===== src/rtl/chnl_rx_router_pkg.sv =====
// chnl_rx_router_pkg: router FSM states and an elaboration-time clog2 helper.
package chnl_rx_router_pkg;
    typedef enum logic [1:0] {S_IDLE, S_RECV, S_DRAIN, S_DONE} state_t;
    function automatic int clog2(input int v);
        int r;
        r = 0;
        while ((1 << r) < v) r++;
        return r;
    endfunction
endpackage


===== src/rtl/chnl_rx_router_buf.sv =====
// chnl_rx_router_buf: 1-entry registered stage, full throughput (accepts while popping).
module chnl_rx_router_buf #(
    parameter int WIDTH = 8
) (
    input  logic             clk,
    input  logic             rst_n,
    input  logic             in_val,
    output logic             in_rdy,
    input  logic [WIDTH-1:0] in_data,
    output logic             out_val,
    input  logic             out_rdy,
    output logic [WIDTH-1:0] out_data
);
    assign in_rdy = !out_val || out_rdy;
    always_ff @(posedge clk or negedge rst_n) begin
        if (!rst_n) begin
            out_val  <= 1'b0;
            out_data <= '0;
        end else if (in_rdy) begin
            out_val <= in_val;
            if (in_val) out_data <= in_data;
        end
    end
endmodule


===== src/rtl/chnl_rx_router.sv =====
// chnl_rx_router: shares one Riffa RX channel among N_DEST consumers,
// steering each transaction by CHNL_RX_OFF and draining unknown destinations.
module chnl_rx_router
    import chnl_rx_router_pkg::*;
#(
    parameter int C_PCI_DATA_WIDTH = 32,
    parameter int N_DEST           = 4,
    parameter int DEST_W           = 2
) (
    input  logic                        clk,
    input  logic                        rst_n,
    output logic                        CHNL_RX_CLK,
    input  logic                        CHNL_RX,
    output logic                        CHNL_RX_ACK,
    input  logic                        CHNL_RX_LAST,
    input  logic [31:0]                 CHNL_RX_LEN,
    input  logic [30:0]                 CHNL_RX_OFF,
    input  logic [C_PCI_DATA_WIDTH-1:0] CHNL_RX_DATA,
    input  logic                        CHNL_RX_DATA_VALID,
    output logic                        CHNL_RX_DATA_REN,
    output logic [N_DEST-1:0]           o_val,
    input  logic [N_DEST-1:0]           o_rdy,
    output logic [C_PCI_DATA_WIDTH-1:0] o_data,
    output logic                        o_last,
    output logic                        busy,
    output logic [15:0]                 drop_cnt
);
    localparam int WPB = C_PCI_DATA_WIDTH / 32;
    localparam int SH  = clog2(WPB);
    localparam int BW  = C_PCI_DATA_WIDTH + 1 + DEST_W;

    state_t state, state_nx;
    logic [31:0] cnt, beats;
    logic [32:0] len_up;
    logic [DEST_W-1:0] dest, sel, stage_dest;
    logic [BW-1:0] stage_bus;
    logic [C_PCI_DATA_WIDTH-1:0] stage_data;
    logic stage_val, stage_last, in_rdy, out_rdy, accept, valid_dest;
    logic unused_dbg;

    assign CHNL_RX_CLK = clk;
    assign sel = CHNL_RX_OFF[DEST_W-1:0];
    // 33-bit round-up so LEN=0xFFFFFFFF cannot wrap to zero beats
    assign len_up = {1'b0, CHNL_RX_LEN} + 33'(WPB - 1);
    assign beats = 32'(len_up >> SH);
    assign valid_dest = 32'(sel) < N_DEST;
    assign CHNL_RX_ACK = state == S_RECV || state == S_DRAIN;
    assign CHNL_RX_DATA_REN = state == S_DRAIN || (state == S_RECV && in_rdy);
    assign accept = CHNL_RX_DATA_VALID && CHNL_RX_DATA_REN;
    assign busy = state != S_IDLE;
    assign unused_dbg = ^{CHNL_RX_LAST, CHNL_RX_OFF[30:DEST_W]};

    always_comb begin
        state_nx = state;
        case (state)
            S_IDLE:         if (CHNL_RX) state_nx = beats == 32'd0 ? S_DONE : valid_dest ? S_RECV : S_DRAIN;
            S_RECV, S_DRAIN: if (accept && cnt == 32'd1) state_nx = S_DONE;
            default:        state_nx = S_IDLE;
        endcase
    end

    always_ff @(posedge clk or negedge rst_n) begin
        if (!rst_n) begin
            state    <= S_IDLE;
            cnt      <= '0;
            dest     <= '0;
            drop_cnt <= '0;
        end else begin
            state <= state_nx;
            if (state == S_IDLE && CHNL_RX) begin
                cnt  <= beats;
                dest <= sel;
                if (!valid_dest && drop_cnt != 16'hFFFF) drop_cnt <= drop_cnt + 16'd1;
            end else if (accept) begin
                cnt <= cnt - 32'd1;
            end
        end
    end

    // dest rides with each beat so the next transaction may enter behind a held last beat
    chnl_rx_router_buf #(.WIDTH(BW)) u_buf (
        .clk      (clk),
        .rst_n    (rst_n),
        .in_val   (CHNL_RX_DATA_VALID && state == S_RECV),
        .in_rdy   (in_rdy),
        .in_data  ({dest, cnt == 32'd1, CHNL_RX_DATA}),
        .out_val  (stage_val),
        .out_rdy  (out_rdy),
        .out_data (stage_bus)
    );

    assign {stage_dest, stage_last, stage_data} = stage_bus;
    assign o_data = stage_data;
    assign o_last = stage_val && stage_last;

    always_comb begin
        o_val   = '0;
        out_rdy = 1'b0;
        for (int i = 0; i < N_DEST; i++) begin
            if (stage_dest == DEST_W'(i)) begin
                o_val[i] = stage_val;
                out_rdy  = o_rdy[i];
            end
        end
    end
endmodule

===== config.mk =====
export PLATFORM = sky130hd
export DESIGN_NAME = chnl_rx_router
export DESIGN_NICKNAME = d
export VERILOG_FILES = /design/src/rtl/chnl_rx_router_pkg.sv /design/src/rtl/chnl_rx_router_buf.sv /design/src/rtl/chnl_rx_router.sv
export SDC_FILE = /design/constraint.sdc
export NUM_CORES = 1
export LEC_CHECK = 0
export ABC_CLOCK_PERIOD_IN_PS = 3400
export BUFFER_PORTS_ARGS = -buffer_cell sky130_fd_sc_hd__buf_2
export CORE_MARGIN = 2
export CORE_UTILIZATION = 38
export CTS_CLUSTER_SIZE = 10
export DETAILED_ROUTE_END_ITERATION = 6
export GPL_TIMING_DRIVEN = 0
export MAX_ROUTING_LAYER = met4
export PLACE_DENSITY = 0.62
export SLEW_MARGIN = 20
export SYNTH_ARGS = -nofsm -noshare
export SYNTH_HDL_FRONTEND = slang
export SYNTH_SLANG_ARGS = --single-unit

===== constraint.sdc =====
create_clock -name clk -period 3.4 [get_ports clk]
set_clock_uncertainty 0.1 [all_clocks]
set_input_delay 0.34 -clock clk [delete_from_list [all_inputs] [get_ports clk]]
set_output_delay 0.34 -clock clk [all_outputs]
set_load 0.01 [all_outputs]

==> results of run 1 <==
-- metrics by stage --
stage,power [mW],utilization,setup WS (ns),instances,hold WS (ns)
2_1_floorplan,3.04,-,0.934,440,-0.0556
3_3_place_gp,3.62,0.461,0.658,694,0.358
3_5_place_dp,3.70,0.464,0.556,695,0.185
4_1_cts,4.53,0.525,0.535,756,0.000168
5_1_grt,4.86,0.525,0.390,756,0.00107
6_report,4.52,0.525,0.542,756,0.00593
-- cells by family (layout without fill, tap and decap cells) --
group / after synthesis / after routing / synth area share
compound gates: 50 / 50 / 0.0756
xor+xnor: 19 / 19 / 0.0399
fa+ha+maj: 6 / 6 / 0.0180
buf+inv: 72 / 248 / 0.110
flops: 72 / 72 / 0.432
mux: 40 / 40 / 0.110
other cells: 1 / 16 / 0.000899
simple gates: 165 / 165 / 0.214
-- worst register-to-register path: stages, from the launching register on --
cell	delay, ns
dfrtp_1	0.33
clkbuf_1	0.31
mux4_2	0.55
nand2b_1	0.18
nand3_1	0.39
clkbuf_1	0.49
mux2_2	0.40
-- worst paths after layout --
check	depth (start not counted)	slack, ns	endpoint	from
min in group asynchronous	2	0.25	u_buf.out_data[32]	rst_n
hold / removal	3	0.006	cnt[0]	CHNL_RX_LEN[0]
setup / recovery	6	0.54	CHNL_RX_DATA_REN	state[0]
hold reg to reg	2	0.38	dest[1]	dest[1]
max in group asynchronous	3	2.42	cnt[12]	rst_n
setup reg to reg	6	0.54	u_buf.out_data[21]	u_buf.out_data[33]
-- layout make-up --
cell class / count / area share
repair buffers: 156 / 0.179
clock buffers: 13 / 0.0301
multi-input cells: 296 / 0.348
flip-flops and latches: 72 / 0.318
well taps: 140 / 0.0309
clock inverters: 7 / 0.0128
inverters: 6 / 0.00398
plain buffers: 66 / 0.0769
-- synth_stat cells, types with 4 or more instances --
cell type and n:
a21oi_1 4, a31oi_1 7, buf_4 49, clkbuf_1 14, dfrtp_1 72, ha_1 6
inv_1 6, mux2_2 37, nand2_1 41, nand3_1 8, nand4_1 6, nor2_1 28
nor3_1 13, nor4_1 19, o21ai_0 22, o31ai_1 5, or3_1 12, or4_1 11
xnor2_1 11, xor2_1 8
-- metal layers --
metal  routed length [um]  part of all wire  track usage
met5                    0                 0            -
met1                 4890              0.43        0.245
met3                  886             0.077       0.0526
met2                 5500              0.48        0.344
met4                  157             0.014       0.0824
-- state kept, by name, summed over array words and instances (netlist names) --
register,count
cnt,32
dest,2
state,2
u_buf.out_data,35
u_buf.out_val,1
-- where the power goes --
group | switching [mW] | internal, mW | total, mW
sequential | 0.334 | 1.27 | 1.60
clock | 0.386 | 0.435 | 0.822
combinational | 1.02 | 1.07 | 2.10
total | 1.75 | 2.78 | 4.52
==> results.cfg, run 1 <==
[routing]
drt_iter0_drc = 228
first_pass_iters = 4
route.detailed.wl_per_inst_um = 15.1
totalWireLength_um = 11400
vias = 3800
ant_nets = 0
post_drt_via_cell_ratio = 5.03
drc = 0

[cts]
cts_resized = 0
path_clk_slew_ns = 0.08
clock_latency_ns = 0.47
post-cts-setup-buffers = 0
cts_tree = built
hold_buffers = 42

[timing]
hold_violations = 0
final-max-slew-violation-count = 0
relSlewSlack = 0.557
rsz0062_at_grt = no
period_minus_slack_ns = 2.86
fin_tns_setup_ns = 0
setup_viol = 0
period_share = 0.841
max_freq_ghz = 0.350
worstMarginPinSlew_ns = 0.658

[outcome]
outcome = finished clean

[global_routing]
grt_max_degree = 47
grt_remaining_overflow = 0
antenna_found_initial = 0
grt_pass1_wl_um = 18100
grt_pass1_vias = 3785
grt.total_usage = 0.209

[power_and_ir_drop]
p_leak_nw = 2.52
ir_worst_vdd_mv = 0.353
p_per_area_nw_per_um2 = 799

[yosys]
synth_area_leaders = dfrtp_1 (43%), mux2_2 (10%), buf_4 (8.8%)
syn_area_per_cell_um2 = 9.82
synth_ff_type = dfrtp_1
synth_cell_type_count = 50
synth-seq-cells = 72
yosysSeqAreaShare = 0.432
synth.top_cell.area_share = 0.432
yosys_warnings = 0
syn_inst = 425
synth-edff-count = 0
synth_top_area_cell = dfrtp_1
syn-cell-area_um2 = 4170
synthArstFlopShare = 1.00

[floorplan]
chipHeight_um = 109
die_area_um2 = 11800
core_um2 = 10800
die_w_um = 109
rows = 38
start_util = 0.387
ioPinCount = 161

[critical_path]
worstPathArrival_ns = 2.42
cp_slowest_stage_delay_ns = 0.48
start_kind = flip-flop
worst-path-max-fanout = 7
path_class = flip-flop to primary output
crit_chain = inv_1 > ha_1 > or3b_2 > o22ai_1 > nor2_1 > buf_2
crit_family = simple AND/OR/NAND/NOR gates
critical-path-slowest-cell = or3b_2
end_kind = primary output
worstPathRequired_ns = 2.96
crit_buf_inv = 2

[final_layout]
area_growth_pct = 35.7
layout_commonest_cell = buf_2
antenna_cells = 0
nNetsFinal = 721
final_cell_mix = buf_2 (116), dfrtp_1 (72), buf_4 (50)
nFillCells = 984
multiInputGateArea_um2 = 1970
drive_gt1_frac = 0.380
fin_area_um2 = 5660
seqCellArea_um2 = 1800

[placement]
routabilityCongestion = 0.883
place_area_um2 = 5000
dp.final_hpwl_um = 8290
port_buffers = 114

[run]
drv_cap = 0

[hold_path]
min_path_type = input pin to flip-flop
Note: power is estimated with default switching activity, not from simulation.
==> run 2: changes to the inputs <==
--- a/config.mk
+++ b/config.mk
@@ -5,7 +5,7 @@
 export SDC_FILE = /design/constraint.sdc
 export NUM_CORES = 1
 export LEC_CHECK = 0
-export ABC_CLOCK_PERIOD_IN_PS = 3400
+export ABC_CLOCK_PERIOD_IN_PS = 2850
 export BUFFER_PORTS_ARGS = -buffer_cell sky130_fd_sc_hd__buf_2
 export CORE_MARGIN = 2
 export CORE_UTILIZATION = 38
==> constraint.sdc (replaced) <==
create_clock -name clk -period 2.85 [get_ports clk]
set_clock_uncertainty 0.1 [all_clocks]
set_input_delay 0.285 -clock clk [delete_from_list [all_inputs] [get_ports clk]]
set_output_delay 0.285 -clock clk [all_outputs]
set_load 0.01 [all_outputs]
==> run 2 against run 1 <==
First-iteration DRC count rose by 4.4%; combinational power increased by 22%; via count increased by 4.8%; power grew 21%; flip-flop and latch count unchanged; largest cell class unchanged; highest routed layer unchanged.
==> results.cfg, run 2 (synthesized netlist as in run 1, its figures left out) <==
[critical_path]
reg2reg_depth = 6
worstPathRequired_ns = 3.10
path_class = flip-flop to flip-flop
crit_start = u_buf.out_data[33]
timing.rr.start = u_buf.out_data[33]
crit_end = u_buf.out_data[21]
worst-path-max-fanout = 10
reg2reg_to = u_buf.out_data[21]
end_kind = flip-flop
regToRegSetupSlack_ns = 0.15
start_kind = flip-flop
worstPathArrival_ns = 2.95

[routing]
first_pass_iters = 5
drt_iter0_drc = 238
route.detailed.wl_per_inst_um = 15.2
met1_length_um = 5000
top_layer = met4
wl_met3_um = 853
drc = 0
wl_met2_um = 5760
ant_nets = 0
post_drt_via_cell_ratio = 5.11
totalWireLength_um = 11800
vias = 3984

[cts]
path_clk_slew_ns = 0.08
cts_tree = built
clock_latency_ns = 0.47

[power_and_ir_drop]
ir_worst_vdd_mv = 0.428
clkPwrFrac = 0.179
p_switching_mw = 2.10
swShare = 0.386
p_leak_nw = 2.63
intPower_mw = 3.34
p_seq_frac = 0.352
p_per_area_nw_per_um2 = 922
pwr-share-comb = 0.469

[final_layout]
largestRegisters = u_buf.out_data x35, cnt x32
top_register = u_buf.out_data
nNetsFinal = 744
layout_commonest_cell = buf_2
drive_gt1_frac = 0.374
largest_reg_flops = 35
nFillCells = 968
antenna_cells = 0
area_growth_pct = 41.7
final_cell_mix = buf_2 (116), dfrtp_1 (72), dlygate4sd3_1 (65)

[run]
drv_cap = 0

[timing]
final-max-slew-violation-count = 0
worstMarginPinSlew_ns = 0.675
period_share = 0.949
hold_violations = 0
max_freq_ghz = 0.370
hold_ws_ns = 0.0130
period_minus_slack_ns = 2.70
rsz0062_at_grt = no
fin_tns_setup_ns = 0
relSlewSlack = 0.545
setup_viol = 0

[floorplan]
rows = 38
ioPinCount = 161
core_um2 = 10800
start_util = 0.387
die_area_um2 = 11800
die_w_um = 109
chipHeight_um = 109

[placement]
routabilityCongestion = 0.883
dp.final_hpwl_um = 8290
port_buffers = 114

[global_routing]
grt_max_degree = 47
antenna_found_initial = 0
grt.total_usage = 0.216
grt_pass1_wl_um = 18700
grt_pass1_vias = 3966
grt_remaining_overflow = 0

[hold_path]
min_path_type = input pin to flip-flop

[outcome]
outcome = finished clean
==> run 2: changes by cell type in the layout (fill, tap and decap cells not counted), sizes merged <==
cell / change
dlygate4sd3: +23
==> run 2: stage by stage <==
stage | power [mW] | util | area (um^2) | cells | worst slack (ns)
after floorplan | 3.63 | - | 4230 | 440 | 0.384
after global placement | 4.32 | 0.461 | 4970 | 694 | 0.108
after detailed placement | 4.41 | 0.464 | 5000 | 695 | 0.00605
after CTS | 5.44 | 0.546 | 5890 | 779 | 0.0675
after global routing | 5.85 | 0.548 | 5910 | 779 | 0.0328
final | 5.45 | 0.548 | 5910 | 779 | 0.146
==> run 2: layout make-up <==
| type | instances | area [um^2] | area share |
|---|---|---|---|
| inverters | 6 | 22.5 | 0.00381 |
| plain buffers | 66 | 438 | 0.0741 |
| well taps | 140 | 175 | 0.0296 |
| repair buffers | 179 | 1250 | 0.211 |
| flip-flops and latches | 72 | 1800 | 0.305 |
| clock inverters | 7 | 72.6 | 0.0123 |
| multi-input cells | 296 | 1990 | 0.336 |
| clock buffers | 13 | 170 | 0.0288 |
==> run 2: worst min path at each step <==
| stage | start | end | slack, ns | cells after the start |
|---|---|---|---|---|
| 2_1_floorplan | rst_n | cnt[0] | -0.11 | 0 |
| 3_3_place_gp | dest[0] | dest[0] | 0.36 | 2 |
| 3_5_place_dp | rst_n | u_buf.out_data[24] | 0.13 | 1 |
| 4_1_cts | CHNL_RX_LEN[20] | cnt[20] | 0.008 | 3 |
| 5_1_grt | CHNL_RX_LEN[20] | cnt[20] | 0.02 | 3 |
| 6_report | CHNL_RX_LEN[20] | cnt[20] | 0.01 | 3 |
==> run 2: power groups by stage <==
stage	Clock (mW)	Sequential [mW]	Combinational (mW)
floorplan	0.0289	1.81	1.78
global placement	0.0401	1.89	2.39
detailed placement	0.0401	1.92	2.45
CTS	1.00	1.90	2.53
global route	1.05	1.99	2.81
finish	0.977	1.92	2.56
==> run 2: what timing repair did <==
item                                    CTS  global route
gates resized for setup                   1             5
setup buffers                             0             0
pin swaps                                 0             0
endpoints found under the setup margin    7             7
hold endpoints to repair                136             0
hold buffers                             65             0
==> run 2: worst max-delay path: stages, from the launching register on <==
cell	delay (ns)
dfrtp_1	0.33
clkbuf_1	0.31
mux4_2	0.55
nand2b_1	0.18
nand3_1	0.39
clkbuf_2	0.36
mux2_2	0.37
==> run 2: per-layer routing <==
| metal | track usage | vias to the layer above |
|---|---|---|
| li1 | - | 1885 |
| met1 | 0.247 | 1895 |
| met2 | 0.366 | 183 |
| met3 | 0.0532 | 21 |
| met4 | 0.0824 | 0 |
| met5 | - | - |
